**src/rtl/csr_neighbor_fetch_pkg.sv**
```systemverilog
`default_nettype none
// +--------------------------------------------------------------------------+
// | csr_fetch_pkg : shared types for the CSR neighbour fetch engine          |
// | rev 1.0                                                                  |
// +--------------------------------------------------------------------------+
package csr_fetch_pkg;

    localparam int ADDR_W = 32;

    typedef enum logic [2:0] {
        IDLE   = 3'd0,
        PTR0   = 3'd1,
        PTR1   = 3'd2,
        PTRW   = 3'd3,
        STREAM = 3'd4,
        NONE   = 3'd5,
        DRAIN  = 3'd6
    } fetch_state_t;

    typedef struct packed {
        logic [31:0] data;
        logic        last;
        logic        none;
    } beat_t;

endpackage
`default_nettype wire

```
**src/rtl/csr_neighbor_fetch_if.sv**
```systemverilog
`default_nettype none
// +--------------------------------------------------------------------------+
// | csr_neighbor_fetch_if : request, graph_memory and neighbour stream bus   |
// | rev 1.0                                                                  |
// +--------------------------------------------------------------------------+
interface csr_neighbor_fetch_if #(
    parameter int PROC_BITS = 4
);
    import csr_fetch_pkg::*;

    logic                        req_valid;
    logic [31:0]                 req_vid;
    logic                        req_ready;
    logic [ADDR_W+PROC_BITS-1:0] idx_addr;
    logic                        idx_validin;
    logic [31:0]                 rowidx_in;
    logic [ADDR_W+PROC_BITS-1:0] data_addra;
    logic                        data_validina;
    logic [ADDR_W+PROC_BITS-1:0] data_addrb;
    logic                        data_validinb;
    logic [31:0]                 data_ina;
    logic [31:0]                 data_inb;
    logic                        out_valid;
    logic [31:0]                 out_data;
    logic                        out_last;
    logic                        out_none;
    logic                        out_ready;

    modport master (
        input  req_valid, req_vid, rowidx_in, data_ina, data_inb, out_ready,
        output req_ready, idx_addr, idx_validin, data_addra, data_validina,
               data_addrb, data_validinb, out_valid, out_data, out_last, out_none
    );

    modport slave (
        output req_valid, req_vid, rowidx_in, data_ina, data_inb, out_ready,
        input  req_ready, idx_addr, idx_validin, data_addra, data_validina,
               data_addrb, data_validinb, out_valid, out_data, out_last, out_none
    );

endinterface
`default_nettype wire

```
**src/rtl/csr_neighbor_fetch_fifo_2w.sv**
```systemverilog
`default_nettype none
// +--------------------------------------------------------------------------+
// | fetch_fifo_2w : beat FIFO, two ordered pushes (A then B), one pop        |
// | rev 1.0                                                                  |
// +--------------------------------------------------------------------------+
module fetch_fifo_2w
    import csr_fetch_pkg::*;
#(
    parameter int DEPTH = 8
) (
    input  logic                     clk_in,
    input  logic                     rst_in,
    input  logic                     push_a,
    input  beat_t                    beat_a,
    input  logic                     push_b,
    input  beat_t                    beat_b,
    input  logic                     pop,
    output beat_t                    head,
    output logic [$clog2(DEPTH):0]   count
);
    localparam int AW = $clog2(DEPTH);

    beat_t           mem_q [DEPTH];
    beat_t           mem_d [DEPTH];
    logic [AW-1:0]   wr_q, wr_d, rd_q, rd_d, wr_b;
    logic [AW:0]     cnt_q, cnt_d;

    always_comb begin
        mem_d = mem_q;
        wr_b  = push_a ? wr_q + AW'(1) : wr_q;
        if (push_a) mem_d[wr_q] = beat_a;
        if (push_b) mem_d[wr_b] = beat_b;
        wr_d  = wr_q + AW'(push_a) + AW'(push_b);
        rd_d  = rd_q + AW'(pop);
        cnt_d = cnt_q + (AW+1)'(push_a) + (AW+1)'(push_b) - (AW+1)'(pop);
    end

    // Storage needs no reset; only the pointers define emptiness.
    always_ff @(posedge clk_in) begin
        mem_q <= mem_d;
    end

    always_ff @(posedge clk_in or negedge rst_in) begin
        if (!rst_in) begin
            wr_q  <= '0;
            rd_q  <= '0;
            cnt_q <= '0;
        end else begin
            wr_q  <= wr_d;
            rd_q  <= rd_d;
            cnt_q <= cnt_d;
        end
    end

    assign head  = mem_q[rd_q];
    assign count = cnt_q;

endmodule
`default_nettype wire

```
**src/rtl/csr_neighbor_fetch.sv**
```systemverilog
`default_nettype none
// +--------------------------------------------------------------------------+
// | csr_neighbor_fetch : reads CSR row pointers, streams neighbour words     |
// | rev 1.0                                                                  |
// +--------------------------------------------------------------------------+
module csr_neighbor_fetch
    import csr_fetch_pkg::*;
#(
    parameter int PROC_BITS  = 4,
    parameter int PROC_ID    = 0,
    parameter int RD_LAT     = 2,
    parameter int FIFO_DEPTH = 8
) (
    input  logic                 clk_in,
    input  logic                 rst_in,
    csr_neighbor_fetch_if.master bus
);
    localparam int CNT_W = $clog2(FIFO_DEPTH) + 1;
    localparam int CRD_W = CNT_W + 1;

    localparam logic [2:0] S_IDLE   = IDLE;
    localparam logic [2:0] S_PTR0   = PTR0;
    localparam logic [2:0] S_PTR1   = PTR1;
    localparam logic [2:0] S_PTRW   = PTRW;
    localparam logic [2:0] S_STREAM = STREAM;
    localparam logic [2:0] S_NONE   = NONE;
    localparam logic [2:0] S_DRAIN  = DRAIN;

    logic [2:0]                 state_q, state_d;
    logic [31:0]                vid_q, vid_d, start_q, start_d;
    logic [31:0]                cur_q, cur_d, rem_q, rem_d;
    logic [CRD_W-1:0]           inflight_q, inflight_d, credits;
    logic                       rdy_q, rdy_d;
    logic [RD_LAT-1:0][1:0]     ptr_pipe_q, ptr_pipe_d;
    logic [RD_LAT-1:0][3:0]     ret_pipe_q, ret_pipe_d;

    logic [1:0]        ptr_ret;
    logic [3:0]        ret;
    logic              idx_v, a_v, b_v, la, lb, none_push;
    logic [31:0]       idx_lo, a_addr, b_addr;
    logic              push_a, push_b, pop;
    beat_t             beat_a, beat_b, fifo_head;
    logic [CNT_W-1:0]  fifo_count;

    // ptr_ret = {pointer1, pointer0}; ret = {vA, vB, lastA, lastB}
    assign ptr_ret = ptr_pipe_q[RD_LAT-1];
    assign ret     = ret_pipe_q[RD_LAT-1];
    assign credits = CRD_W'(FIFO_DEPTH) - CRD_W'(fifo_count) - inflight_q;

    always_comb begin
        state_d   = state_q;
        vid_d     = vid_q;
        start_d   = start_q;
        cur_d     = cur_q;
        rem_d     = rem_q;
        rdy_d     = 1'b1;
        idx_v     = 1'b0;
        idx_lo    = '0;
        a_v       = 1'b0;
        b_v       = 1'b0;
        la        = 1'b0;
        lb        = 1'b0;
        a_addr    = '0;
        b_addr    = '0;
        none_push = 1'b0;

        if (ptr_ret[0]) start_d = bus.rowidx_in;

        case (state_q)
            S_IDLE: begin
                if (bus.req_valid && rdy_q) begin
                    vid_d   = bus.req_vid;
                    state_d = S_PTR0;
                end
            end
            S_PTR0: begin
                idx_v   = 1'b1;
                idx_lo  = vid_q;
                state_d = S_PTR1;
            end
            S_PTR1: begin
                idx_v   = 1'b1;
                idx_lo  = vid_q + 32'd1;
                state_d = S_PTRW;
            end
            S_PTRW: begin
                // End pointer is used straight off the return bus.
                if (ptr_ret[1]) begin
                    cur_d   = start_q;
                    rem_d   = bus.rowidx_in - start_q;
                    state_d = (bus.rowidx_in > start_q) ? S_STREAM : S_NONE;
                end
            end
            S_STREAM: begin
                if (rem_q == 32'd0) begin
                    state_d = S_DRAIN;
                end else if (rem_q >= 32'd2 && credits >= CRD_W'(2)) begin
                    a_v    = 1'b1;
                    b_v    = 1'b1;
                    a_addr = cur_q;
                    b_addr = cur_q + 32'd1;
                    lb     = (rem_q == 32'd2);
                    cur_d  = cur_q + 32'd2;
                    rem_d  = rem_q - 32'd2;
                end else if (rem_q == 32'd1 && credits >= CRD_W'(1)) begin
                    a_v    = 1'b1;
                    a_addr = cur_q;
                    la     = 1'b1;
                    cur_d  = cur_q + 32'd1;
                    rem_d  = 32'd0;
                end
            end
            S_NONE: begin
                none_push = 1'b1;
                state_d   = S_DRAIN;
            end
            S_DRAIN: begin
                if (fifo_count == '0 && inflight_q == '0) state_d = S_IDLE;
            end
            default: state_d = S_IDLE;
        endcase

        inflight_d = inflight_q + CRD_W'(a_v) + CRD_W'(b_v)
                   - CRD_W'(ret[3]) - CRD_W'(ret[2]);

        ptr_pipe_d[0] = {state_q == S_PTR1, state_q == S_PTR0};
        ret_pipe_d[0] = {a_v, b_v, la, lb};
        for (int i = 1; i < RD_LAT; i++) begin
            ptr_pipe_d[i] = ptr_pipe_q[i-1];
            ret_pipe_d[i] = ret_pipe_q[i-1];
        end
    end

    always_ff @(posedge clk_in or negedge rst_in) begin
        if (!rst_in) begin
            state_q    <= S_IDLE;
            vid_q      <= '0;
            start_q    <= '0;
            cur_q      <= '0;
            rem_q      <= '0;
            inflight_q <= '0;
            rdy_q      <= 1'b0;
            ptr_pipe_q <= '0;
            ret_pipe_q <= '0;
        end else begin
            state_q    <= state_d;
            vid_q      <= vid_d;
            start_q    <= start_d;
            cur_q      <= cur_d;
            rem_q      <= rem_d;
            inflight_q <= inflight_d;
            rdy_q      <= rdy_d;
            ptr_pipe_q <= ptr_pipe_d;
            ret_pipe_q <= ret_pipe_d;
        end
    end

    assign push_a = ret[3] | none_push;
    assign push_b = ret[2];
    assign beat_a = none_push ? '{data: 32'd0, last: 1'b1, none: 1'b1}
                              : '{data: bus.data_ina, last: ret[1], none: 1'b0};
    assign beat_b = '{data: bus.data_inb, last: ret[0], none: 1'b0};
    assign pop    = bus.out_valid && bus.out_ready;

    fetch_fifo_2w #(
        .DEPTH (FIFO_DEPTH)
    ) u_fifo (
        .clk_in (clk_in),
        .rst_in (rst_in),
        .push_a (push_a),
        .beat_a (beat_a),
        .push_b (push_b),
        .beat_b (beat_b),
        .pop    (pop),
        .head   (fifo_head),
        .count  (fifo_count)
    );

    assign bus.req_ready     = (state_q == S_IDLE) && rdy_q;
    assign bus.idx_validin   = idx_v;
    assign bus.idx_addr      = idx_v ? {PROC_BITS'(PROC_ID), idx_lo} : '0;
    assign bus.data_validina = a_v;
    assign bus.data_addra    = a_v ? {PROC_BITS'(PROC_ID), a_addr} : '0;
    assign bus.data_validinb = b_v;
    assign bus.data_addrb    = b_v ? {PROC_BITS'(PROC_ID), b_addr} : '0;
    assign bus.out_valid     = (fifo_count != '0);
    assign bus.out_data      = fifo_head.data;
    assign bus.out_last      = fifo_head.last;
    assign bus.out_none      = fifo_head.none;

endmodule
`default_nettype wire
```
**src/flat_wrapper.sv**
```systemverilog
// flat-port wrapper written by rule: the top's interface ports become plain ports
module csr_neighbor_fetch_flat import csr_fetch_pkg::*;
#(
    parameter int PROC_BITS  = 4,
    parameter int PROC_ID    = 0,
    parameter int RD_LAT     = 2,
    parameter int FIFO_DEPTH = 8
)
  (clk_in, rst_in, bus_req_valid, bus_req_vid, bus_rowidx_in, bus_data_ina, bus_data_inb, bus_out_ready, bus_req_ready, bus_idx_addr, bus_idx_validin, bus_data_addra, bus_data_validina, bus_data_addrb, bus_data_validinb, bus_out_valid, bus_out_data, bus_out_last, bus_out_none);
  csr_neighbor_fetch_if #(.PROC_BITS(PROC_BITS)) bus_i ();
  input  logic clk_in;
  input  logic rst_in;
  input wire logic [$bits(bus_i.req_valid)-1:0] bus_req_valid;
  input wire logic [$bits(bus_i.req_vid)-1:0] bus_req_vid;
  input wire logic [$bits(bus_i.rowidx_in)-1:0] bus_rowidx_in;
  input wire logic [$bits(bus_i.data_ina)-1:0] bus_data_ina;
  input wire logic [$bits(bus_i.data_inb)-1:0] bus_data_inb;
  input wire logic [$bits(bus_i.out_ready)-1:0] bus_out_ready;
  output wire logic [$bits(bus_i.req_ready)-1:0] bus_req_ready;
  output wire logic [$bits(bus_i.idx_addr)-1:0] bus_idx_addr;
  output wire logic [$bits(bus_i.idx_validin)-1:0] bus_idx_validin;
  output wire logic [$bits(bus_i.data_addra)-1:0] bus_data_addra;
  output wire logic [$bits(bus_i.data_validina)-1:0] bus_data_validina;
  output wire logic [$bits(bus_i.data_addrb)-1:0] bus_data_addrb;
  output wire logic [$bits(bus_i.data_validinb)-1:0] bus_data_validinb;
  output wire logic [$bits(bus_i.out_valid)-1:0] bus_out_valid;
  output wire logic [$bits(bus_i.out_data)-1:0] bus_out_data;
  output wire logic [$bits(bus_i.out_last)-1:0] bus_out_last;
  output wire logic [$bits(bus_i.out_none)-1:0] bus_out_none;
  assign bus_i.req_valid = bus_req_valid;
  assign bus_i.req_vid = bus_req_vid;
  assign bus_i.rowidx_in = bus_rowidx_in;
  assign bus_i.data_ina = bus_data_ina;
  assign bus_i.data_inb = bus_data_inb;
  assign bus_i.out_ready = bus_out_ready;
  assign bus_req_ready = bus_i.req_ready;
  assign bus_idx_addr = bus_i.idx_addr;
  assign bus_idx_validin = bus_i.idx_validin;
  assign bus_data_addra = bus_i.data_addra;
  assign bus_data_validina = bus_i.data_validina;
  assign bus_data_addrb = bus_i.data_addrb;
  assign bus_data_validinb = bus_i.data_validinb;
  assign bus_out_valid = bus_i.out_valid;
  assign bus_out_data = bus_i.out_data;
  assign bus_out_last = bus_i.out_last;
  assign bus_out_none = bus_i.out_none;
  csr_neighbor_fetch #(.PROC_BITS(PROC_BITS), .PROC_ID(PROC_ID), .RD_LAT(RD_LAT), .FIFO_DEPTH(FIFO_DEPTH)) u_core (.clk_in(clk_in), .rst_in(rst_in), .bus(bus_i));
endmodule
```
**config.mk**
```make
export PLATFORM = sky130hd
export DESIGN_NAME = csr_neighbor_fetch_flat
export DESIGN_NICKNAME = d
export VERILOG_FILES = /design/src/rtl/csr_neighbor_fetch_pkg.sv /design/src/rtl/csr_neighbor_fetch_if.sv /design/src/rtl/csr_neighbor_fetch_fifo_2w.sv /design/src/rtl/csr_neighbor_fetch.sv /design/src/flat_wrapper.sv
export SDC_FILE = /design/constraint.sdc
export NUM_CORES = 1
export LEC_CHECK = 0
export ABC_AREA = 0
export CAP_MARGIN = 40
export CORE_MARGIN = 2
export CORE_UTILIZATION = 57
export CTS_BUF_LIST = sky130_fd_sc_hd__clkbuf_16
export CTS_CLUSTER_SIZE = 40
export DETAILED_ROUTE_END_ITERATION = 8
export PLACE_DENSITY = 0.81
export SYNTH_ARGS = -nofsm -noshare
export SYNTH_HDL_FRONTEND = slang
export SYNTH_SLANG_ARGS = --single-unit
```
**constraint.sdc**
```tcl
create_clock -name clk_in -period 5.74 [get_ports clk_in]
set_clock_uncertainty 0.2 [all_clocks]
set_input_delay 1.148 -clock clk_in [delete_from_list [all_inputs] [get_ports clk_in]]
set_output_delay 1.148 -clock clk_in [all_outputs]
set_load 0.03 [all_outputs]
```
# After elaboration in Yosys (flattened, before gate mapping)
# Cells that the tools add are included.
[word_totals]
ff_bits = 431
mem_count = 0
inputBits = 132
mem_bits_ro = 0
out_inout_bits = 147
word_cells = 156
latch_bits = 0
ramBits = 0
[op_classes]
shift = 0
addsub = 18
div_mod_pow = 0
mul = 0
reduce_logical = 18
bitwise = 4
n_mux = 55
eq_ne = 14
order_cmp = 9
[ops]
columns = ["operator", "count"]
rows = [
  ["two-way mux 32 bit", 18],
  ["bitwise mux 272 bit", 2],
  ["two-way mux 272 bit", 2],
  ["demux 34 bit (select 3 bit)", 2],
  ["one-hot mux 32 bit (2 select lines)", 3],
  ["two-way mux 34 bit", 5],
  ["binary-select mux 34 bit (select 3 bit)", 1],
  ["adder 32 x 1 -> 32 bit (second input constant)", 2],
  ["adder 32 x 2 -> 32 bit (second input constant)", 1],
  ["== test 32 x 1 -> 1 bit (second input constant)", 1],
  ["== test 32 x 2 -> 1 bit (second input constant)", 1],
  ["greater-or-equal comparator 32 x 2 -> 1 bit (second input constant)", 1],
  ["greater-than comparator 32 bit", 1],
  ["zero test 32 bit", 1],
  ["subtractor 32 x 2 -> 32 bit (second input constant)", 1],
  ["subtractor 32 bit", 1],
  ["one-hot mux 3 bit (7 select lines)", 1],
  ["two-way mux 1 bit", 16],
  ["two-way mux 3 bit", 5],
  ["greater-or-equal comparator 4 bit (second input constant)", 3],
  ["NOT 3 -> 4 bit", 3],
  ["adder 5 x 1 -> 5 bit", 2],
  ["subtractor 5 x 1 -> 5 bit", 2],
  ["adder 3 x 1 -> 3 bit", 3],
  ["other kinds (24)", 40],
]

# Depth between registers and ports, before layout
# Gate-level depths: netlist of run 1.
[depth]
ltp_word = 12
depth_mapped = 19
mapped_depth_nobuf = 18

# Hierarchy
# Synthesis of run 1 repeated with hierarchy kept, for this count alone.
[hier_totals]
cells_unflattened = 2501
area_unflattened_um2 = 26136.3
[modules_own_cells]
columns = ["mod", "seq_area_each_um2", "instances", "cells_per_inst", "area_each_um2"]
rows = [
  ["fetch_fifo_2w", 5695.5, 1, 1067, 14745.4],
  ["csr_neighbor_fetch", 3728.6, 1, 1434, 11390.9],
]

# Least setup slack after synthesis of run 1
# OpenSTA, ideal clock, no wires.
[synth_timing]
path_type = "reg2reg"
from = "register u_core.u_fifo.cnt_q[1] (netlist: u_core.u_fifo.count[1])"
to = "register u_core.inflight_q[2]"
required_time_ps = 5476
setup_ps = 64
t_arrival_ps = 4273
period_less_slack_ps = 4537
n_path_buf = 1
slack_ps = 1203
path_stages_with_launch = 17
cell_sequence = "dfrtp_1 -> ha_1 -> inv_1 -> ha_1 -> fa_1 -> xor2_1 -> nor3_1 -> o21ai_1 -> nand3_2 -> inv_1 -> buf_1 -> fa_1 -> fa_1 -> ha_1 -> inv_1 -> fa_1 -> inv_1"
[synth_via]
elab_cells_between_ends = 17
classes_between = "6 x add/sub; 2 x order compare; 7 x mux; 2 x reduce/logical"
[synth_rtl]
columns = ["element", "line", "source"]
rows = [
  ["start, declared", "csr_neighbor_fetch_fifo_2w.sv:26", "logic [AW:0] cnt_q, cnt_d;"],
  ["start signal, assigned", "csr_neighbor_fetch_fifo_2w.sv:51", "cnt_q <= cnt_d;"],
  ["subtractor 4 x 4 -> 5 bit", "csr_neighbor_fetch.sv:48", "assign credits = CRD_W'(FIFO_DEPTH) - CRD_W'(fifo_count) - inflight_q;"],
  ["subtractor 5 bit", "csr_neighbor_fetch.sv:48", ""],
  ["greater-or-equal comparator 5 x 2 -> 1 bit", "csr_neighbor_fetch.sv:97", "end else if (rem_q >= 32'd2 && credits >= CRD_W'(2)) begin"],
  ["logical AND 1 bit", "csr_neighbor_fetch.sv:97", ""],
  ["two-way mux 1 bit", "csr_neighbor_fetch.sv:97", ""],
  ["two-way mux 1 bit", "csr_neighbor_fetch.sv:95", "if (rem_q == 32'd0) begin"],
  ["two-way mux 1 bit", "csr_neighbor_fetch.sv:69", "case (state_q)"],
  ["net bus_data_validinb", "flat_wrapper.sv:25", "output wire logic [$bits(bus_i.data_validinb)-1:0] bus_data_validinb;"],
  ["adder 5 x 1 -> 5 bit", "csr_neighbor_fetch.sv:123", "inflight_d = inflight_q + CRD_W'(a_v) + CRD_W'(b_v)"],
  ["subtractor 5 x 1 -> 5 bit (2 in series)", "csr_neighbor_fetch.sv:124", "- CRD_W'(ret[3]) - CRD_W'(ret[2]);"],
  ["net u_core.inflight_d[2]", "csr_neighbor_fetch.sv:32", "logic [CRD_W-1:0] inflight_q, inflight_d, credits;"],
  ["end signal, assigned", "csr_neighbor_fetch.sv:151", "inflight_q <= inflight_d;"],
  ["end, declared", "csr_neighbor_fetch.sv:32", ""],
]
# The timed path passes the listed nets, and every way through them passes these cells.
# A chain may end at the register's enable or synchronous reset.

# Worst setup path after layout of run 1
[layout_timing]
from = "register u_core.u_fifo.cnt_q[1] (netlist: u_core.u_fifo.count[1])"
to = "output bus_data_addra[11]"
[layout_via]
elab_chain_cells = 9
elab_cells_between_ends = 15
classes_between = "2 x add/sub; 2 x order compare; 9 x mux; 2 x reduce/logical"
[layout_lines]
columns = ["element", "line", "source"]
rows = [
  ["subtractor 4 x 4 -> 5 bit *", "csr_neighbor_fetch.sv:48", ""],
  ["subtractor 5 bit *", "csr_neighbor_fetch.sv:48", ""],
  ["greater-or-equal comparator 5 x 1 -> 1 bit", "csr_neighbor_fetch.sv:105", "end else if (rem_q == 32'd1 && credits >= CRD_W'(1)) begin"],
  ["logical AND 1 bit", "csr_neighbor_fetch.sv:105", ""],
  ["two-way mux 32 bit / two-way mux 1 bit (equally long branches)", "csr_neighbor_fetch.sv:105", ""],
  ["two-way mux 32 bit / two-way mux 1 bit (equally long branches)", "csr_neighbor_fetch.sv:97", ""],
  ["two-way mux 32 bit / two-way mux 1 bit (equally long branches)", "csr_neighbor_fetch.sv:95", ""],
  ["two-way mux 32 bit / two-way mux 1 bit (equally long branches)", "csr_neighbor_fetch.sv:69", ""],
  ["two-way mux 32 bit *", "csr_neighbor_fetch.sv:183", "assign bus.data_addra = a_v ? {PROC_BITS'(PROC_ID), a_addr} : '0;"],
  ["end, declared", "flat_wrapper.sv:22", "output wire logic [$bits(bus_i.data_addra)-1:0] bus_data_addra;"],
]
# Every way passes the cells marked *; elsewhere a longest branch is shown, timed or not.

==> summary.txt, run 1 <==
Status
  • Status: finished clean

Setup path
  • WP data arrival: 4240 ps
  • Worst Setup Path Type: flip-flop to output port
  • R2R Setup Slk: 1450 ps
  • Crit path max fanout: 24
  • CP Launch Type: flip-flop
  • Req. time, crit path: 4390 ps
  • CP Capture Type: output port

Timing
  • Fin Setup TNS: 0 ps
  • Least-Margin Pin Slew: 938 ps
  • Rel. slew slack: 37.5%
  • Final Max Slew Viols: 0
  • Hold Worst Slack: 152 ps
  • Final hold vios: 0
  • RSZ-0062 raised after global routing: no
  • Final setup viols: 0
  • Worst Slack Setup Final: 157 ps
  • Tcrit/Tclk final: 97.3%
  • Final Critical Period: 5580 ps
  • Max Clk Rate: 0.179 GHz

Synth
  • Mapped cell area: 24,600 µm²
  • Seq cells post-synth: 431
  • Async S/R FF share, synth: 36.9%
  • Warnings, synthesis: 0
  • Post-synth cell types: 78
  • Synth Flop Type: dfxtp_1
  • Sequential share of the synthesized area: 38.4%
  • Mean Syn Cell Area: 7.92 µm²
  • Mapped Cells: 3,102
  • EDFF count, synth: 0

Clocking
  • Clock-pin slew on the worst setup and hold paths: 60 ps
  • TritonCTS clock tree: yes
  • Longest Clk Path Bufs: 3
  • Post-CTS resize count: 0
  • CTS Sinks: 431
  • # Post-CTS Setup Buffers: 0
  • H-tree levels: 2
  • CTS hold repair buffers: 0
  • Clock latency on the worst-skew pair: 610 ps
  • Root buffer cell: clkbuf_16
  • TritonCTS buffer count: 48

Die
  • I/O pins: 279
  • Initial Util: 57.4%
  • Total die area: 44,800 µm²
  • Core area: 42,800 µm²
  • Die height: 212 µm
  • Rows: 76
  • Die width: 212 µm

Cells and area
  • Most frequent cells in the layout: nor2_1 (555), a21oi_1 (517), nand2_1 (319)
  • Final net count: 3,404
  • Area grow syn2layout: 17.3%
  • Final design utilization: 67.4%
  • Final Cell Area: 28,800 µm²
  • Share of cells above drive strength 1: 8.91%
  • Commonest non-fill, non-tap cell in the layout: nor2_1

GRT
  • Vias in the first global route: 22,346
  • Initial antenna violation count: 1
  • GRT Overall Usage: 33.8%
  • Congestion Overflow GR: 0
  • First-pass GRT wire length: 120,000 µm
  • Pin count of the biggest net entering global routing: 77

Pwr
  • LEAKAGE: 0.0118 µW
  • Peak VDD IR: 0.000599 V
  • Pwr Density: 696 nW/µm²

Placement
  • DPL Wire Length: 51,400 µm
  • Pre-CTS setup slack: 793 ps
  • Cell Area, Placed: 27,400 µm²
  • Final Wtd Congestion: 1.04
  • # port buffers: 266

Hold path
  • Min-delay worst type: flip-flop to flip-flop

Route
  • DR iter-0 viols: 2,372
  • Wirelength, routed: 77,500 µm
  • Pre-antenna DRT Iters: 6
  • Remaining antenna violation count: 0
  • Via density: 6.23
  • DRC violations left: 0
  • Total number of vias: 23,628
  • Avg WL per Cell: 20.4 µm

Job
  • Max Cap Viol: 0
[power breakdown]
group	internal (µW)	total [µW]	switching (µW)
combinational	4750	11400	6620
clock	1590	2870	1280
sequential	4520	5820	1300
total	10900	20100	9200
[cell usage after synthesis, types with 26 or more instances]
master    instances  area share, %
ha_1             56            2.9
nand4_1          30           0.76
nand3_1          51            1.0
mux4_2           68            6.2
nor2_1          557            8.5
clkbuf_1        182            2.8
o21ai_0         264            5.4
dfxtp_1         272             22
mux2_2           72            3.3
xor2_1           42            1.5
dfrtp_1         159             16
inv_1            71            1.1
xnor2_1          26           0.93
a21oi_1         517             11
nand2_1         322            4.9
nor3_1           27           0.55
and2_1           36           0.92
[metal layers]
layer	vias up	global-route usage [%]	share of wire [%]
met1	11242	44.0	41
met3	201	7.02	9.2
li1	10982	-	-
met2	1203	55.0	46
met5	-	0	0
met4	0	13.8	3.9
[stage by stage]
| step | total power [µW] | cells |
|---|---|---|
| floorplan | 13200 | 3113 |
| global placement | 16400 | 3697 |
| detailed placement | 17000 | 3704 |
| CTS | 19900 | 3789 |
| global route | 21200 | 3789 |
| finish | 20100 | 3790 |
[state kept, by name, summed over array words and instances, names as in the netlist, 3 cells and up]
signal and flops:
u_core.inflight_q 5, u_core.u_fifo.wr_q 3, u_core.state_q 3, u_core.u_fifo.mem_q 272, u_core.start_q 32, u_core.u_fifo.count 4, u_core.rem_q 32, u_core.vid_q 32
u_core.u_fifo.rd_q 3, u_core.ret_pipe_d 4, u_core.cur_q 32, u_core.ret 4
[final cells by class]
cell class / instances / area (µm²)
Antenna cell: 1 / 2.50
Clock buffer: 49 / 1230
Clock inverter: 36 / 205
Fill cell: 3441 / 14000
Inverter: 73 / 274
Multi-Input combinational cell: 2345 / 13900
Sequential cell: 431 / 9430
Tap cell: 546 / 683
Timing Repair Buffer: 309 / 3120
[kinds of logic (layout without fill, tap and decap cells)]
logic type,after synthesis,in the layout,share of synthesized area (%)
simple gates,1119,1119,19.6
compound gates,938,938,20.8
flops,431,431,38.4
buf+inv,337,467,5.70
mux,143,143,9.66
xor+xnor,68,68,2.42
fa+ha+maj,64,64,3.50
other cells,2,14,0.0306
[path summary, 6_finish.rpt]
| kind | start | to | cells after the start |
|---|---|---|---|
| max | u_core.u_fifo.count[1] | bus_data_addra[11] | 12 |
| min | u_core.ret_pipe_d[4] | u_core.ret[0] | 0 |
| max reg2reg | u_core.u_fifo.count[1] | u_core.cur_q[31] | 12 |
| min reg2reg | u_core.ret_pipe_d[4] | u_core.ret[0] | 0 |
| max in group asynchronous | rst_in | u_core.vid_q[17] | 2 |
| min in group asynchronous | rst_in | u_core.cur_q[18] | 1 |
[critical path, cell delays in order, from the launching register on]
cell and delay (ps):
dfrtp_1 400, ha_1 280, inv_1 40, ha_1 220, fa_1 460, xor2_1 170, nor3_1 60, o21ai_1 350
a21oi_4 170, nor3_4 350, buf_8 240, and2_1 140, clkdlybuf4s50_1 760
(Power assumes the default switching activity.)
==> run 2: changes to the inputs <==
--- a/config.mk
+++ b/config.mk
@@ -7,12 +7,12 @@
 export LEC_CHECK = 0
 export ABC_AREA = 0
 export CAP_MARGIN = 40
-export CORE_MARGIN = 2
-export CORE_UTILIZATION = 57
+export CORE_UTILIZATION = 58
 export CTS_BUF_LIST = sky130_fd_sc_hd__clkbuf_16
 export CTS_CLUSTER_SIZE = 40
 export DETAILED_ROUTE_END_ITERATION = 8
-export PLACE_DENSITY = 0.81
+export PLACE_DENSITY = 0.82
 export SYNTH_ARGS = -nofsm -noshare
 export SYNTH_HDL_FRONTEND = slang
+export SYNTH_HIERARCHICAL = 1
 export SYNTH_SLANG_ARGS = --single-unit
==> run 2 against run 1 <==
Effect of this change:
- final cell count is 12% lower
- combinational power is 19% lower
- sequential share of layout area is 2.1 points lower
- critical endpoint is now bus_data_validina
- sequential cell count stayed put
- setup slack better by 180 ps
==> summary.txt, run 2 <==
Status
  • Status: finished clean

Route
  • DR iter-0 viols: 1,897 (-20%)
  • Via density: 6.33 (+1.5%)
  • Pre-antenna DRT Iters: 6 (unchanged)
  • Wirelength, routed: 76,200 µm (-1.7%)
  • Avg WL per Cell: 22.8 µm (+12%)
  • Remaining antenna violation count: 0 (unchanged)
  • Total number of vias: 21,117 (-11%)
  • DRC violations left: 0 (unchanged)

Setup path
  • CP Launch Type: flip-flop
  • Crit path max fanout: 35 (+46%)
  • CP max stage delay: 750 ps (about the same)
  • Req. time, crit path: 4390 ps (about the same)
  • Most frequent cell on the critical path: ha_1
  • WP data arrival: 4050 ps (-190 ps)
  • CP cell instances: inv_1, ha_1, ha_1, a21o_1, a21oi_1, xnor2_1, o211ai_1, buf_4, and2_1, clkdlybuf4s50_1
  • Slowest stage cell, crit path: clkdlybuf4s50_1
  • Worst Path Buf+Inv: 3 (unchanged)
  • Kind of cell adding the most delay to the critical path: buffers and inverters
  • CP Capture Type: output port
  • Worst Setup Path Type: flip-flop to output port

Placement
  • Final Wtd Congestion: 0.956 (-8.0%)
  • Pre-CTS setup slack: 998 ps (+205 ps)
  • DPL Wire Length: 50,600 µm (-1.6%)
  • # port buffers: 266 (unchanged)

Synth
  • Synth Area in Simple Gates: 10.9% (-8.6 points)
  • Post-Synth Adder-Cell Area: 3.25% (-0.26 points)
  • Synth Area in XOR/XNOR: 2.38% (-0.045 points)
  • Ranking of synthesized cells by instance count: mux2_2 (561), dfxtp_1 (272), o21ai_0 (196)
  • Sequential share of the synthesized area: 36.1% (-2.3 points)
  • Area leader, netlist: mux2_2
  • Post-synth cell types: 89 (+14%)
  • Compound-Gate Fraction of Synth Area: 10.3% (-10 points)
  • Warnings, synthesis: 6 (+6)
  • Async S/R FF share, synth: 36.9% (unchanged)
  • Largest cells by area after synthesis: mux2_2 (24%), dfxtp_1 (21%), dfrtp_1 (15%), mux4_2 (5.9%), o21ai_0 (3.8%)
  • EDFF count, synth: 0 (unchanged)
  • Mapped Cells: 2,501 (-19%)
  • Mux share of post-synthesis cell area: 32.7% (+23 points)
  • Mean Syn Cell Area: 10.5 µm² (+32%)
  • Mapped cell area: 26,100 µm² (+6.4%)
  • Synth top area share: 24.2% (+2.0 points)
  • Largest family of logic cells by synthesized area: multiplexers
  • Synth Flop Type: dfxtp_1
  • Seq cells post-synth: 431 (unchanged)
  • Top-count cell post-synth: mux2_2

Die
  • Core area: 44,300 µm² (+3.6%)
  • I/O pins: 279 (unchanged)
  • Total die area: 45,900 µm² (+2.6%)
  • Initial Util: 59.0% (+1.6 points)
  • Die height: 214 µm (+1.3%)
  • Rows: 77 (+1.3%)
  • Die width: 214 µm (+1.3%)

Clocking
  • H-tree levels: 2 (unchanged)
  • # Post-CTS Setup Buffers: 0 (unchanged)
  • Clock latency on the worst-skew pair: 600 ps (about the same)
  • TritonCTS clock tree: yes
  • Clock-pin slew on the worst setup and hold paths: 60 ps (about the same)
  • Longest Clk Path Bufs: 3 (unchanged)
  • Root buffer cell: clkbuf_16
  • TritonCTS buffer count: 47 (-2.1%)
  • CTS Sinks: 431 (unchanged)
  • Post-CTS resize count: 0 (unchanged)
  • CTS hold repair buffers: 0 (unchanged)

Timing
  • Least-Margin Pin Slew: 902 ps (-35.5 ps)
  • Final Max Slew Viols: 0 (unchanged)
  • Final Critical Period: 5400 ps (-182 ps)
  • Rel. slew slack: 39.7% (+2.2 points)
  • Tcrit/Tclk final: 94.1% (-3.2 points)
  • Max Clk Rate: 0.185 GHz (+3.4%)
  • RSZ-0062 raised after global routing: no
  • Final hold vios: 0 (unchanged)
  • Final setup viols: 0 (unchanged)
  • Worst Slack Setup Final: 339 ps (+182 ps)
  • Fin Setup TNS: 0 ps (unchanged)

Cells and area
  • Area grow syn2layout: 17.9%
  • Share of cells above drive strength 1: 29.6% (+21 points)
  • Commonest non-fill, non-tap cell in the layout: mux2_2
  • Final net count: 2,904 (-15%)
  • Max FFs per register: 272 (unchanged)
  • Most frequent cells in the layout: mux2_2 (561), dfxtp_1 (272), clkdlybuf4s50_1 (265)
  • Top reg by flops: u_core/u_fifo/mem_q

GRT
  • Vias in the first global route: 21,804 (-2.4%)
  • Initial antenna violation count: 3 (+2)
  • Pin count of the biggest net entering global routing: 86 (+12%)
  • First-pass GRT wire length: 120,000 µm (about the same)
  • GRT Overall Usage: 32.6% (-1.1 points)
  • Congestion Overflow GR: 0 (unchanged)

Pwr
  • Pwr Density: 587 nW/µm² (-16%)
  • Peak VDD IR: 0.000470 V (-22%)
  • LEAKAGE: 0.0125 µW (+5.9%)

Hold path
  • Min-delay worst type: flip-flop to flip-flop

Job
  • Max Cap Viol: 0 (unchanged)
[run 2: changes by cell type after synthesis, sizes merged, moves of 7 or more]
| cell | previous run | this run |
|---|---|---|
| inv | 72 | 80 |
| mux2 | 72 | 612 |
| and3 | 22 | 48 |
| a21oi | 519 | 111 |
| nand2b | 6 | 16 |
| buf | 57 | 84 |
| nor2 | 559 | 115 |
| clkbuf | 207 | 93 |
| nand3 | 52 | 45 |
| nand2 | 323 | 136 |
| o21ai | 277 | 199 |
[run 2: path summary, 6_finish.rpt]
| path | startpoint | to | slack, ps | depth (start not counted) |
|---|---|---|---|---|
| setup reg to reg | u_core/u_fifo/count[1] | u_core/inflight_q[3] | 1270 | 14 |
| hold / removal | u_core/ret_pipe_d[6] | u_core/ret[2] | 130 | 0 |
| setup / recovery | u_core/inflight_q[2] | bus_data_validina | 340 | 10 |
| hold reg to reg | u_core/ret_pipe_d[6] | u_core/ret[2] | 130 | 0 |
| max in group asynchronous | rst_in | u_core/vid_q[10] | 3810 | 2 |
| min in group asynchronous | rst_in | u_core/start_q[12] | 390 | 1 |
[run 2: routing by layer]
| layer | wire, µm | vias to the layer above | global-route usage, % |
|---|---|---|---|
| met2 | 36500 | 957 | 54.9 |
| met4 | 2450 | 4 | 12.5 |
| met5 | 28 | - | 0 |
| met3 | 6610 | 189 | 6.60 |
| li1 | - | 9554 | - |
| met1 | 30600 | 10413 | 41.3 |
[run 2: power breakdown]
group          internal (µW)  switching [µW]  total, µW
clock network           1570            1280       2850
logic                   4720            4570       9290
registers               4540            1410       5950
total                  10800            7260      18100
[run 2: layout make-up]
type                       instances  area (µm²)
inverter                          81         304
antenna                            2        5.00
timing repair buffer             317        3180
clock buffer                      48        1200
sequential                       431        9430
tap                              592         741
fill                            3193       13500
clock inverter                    36         213
multi-input combinational       1831       15700
[run 2: kinds of logic (layout without fill, tap and decap cells)]
logic type      after synthesis  count (layout)
compound gates              456             456
xor+xnor                     71              71
fa+ha+maj                    63              63
buf+inv                     258             482
flops                       431             431
mux                         682             682
other cells                   2              23
simple gates                538             538
[run 2: per-stage QoR]
stage	util [%]	area [µm²]	hold slack, ps	instances	power (µW)
2_1_floorplan	-	26200	131	2520	12200
3_3_place_gp	66.0	29200	134	3243	14500
3_5_place_dp	66.3	29400	136	3252	15000
4_1_cts	69.5	30800	144	3336	18000
5_1_grt	69.5	30800	154	3337	19000
6_report	69.5	30800	133	3338	18100
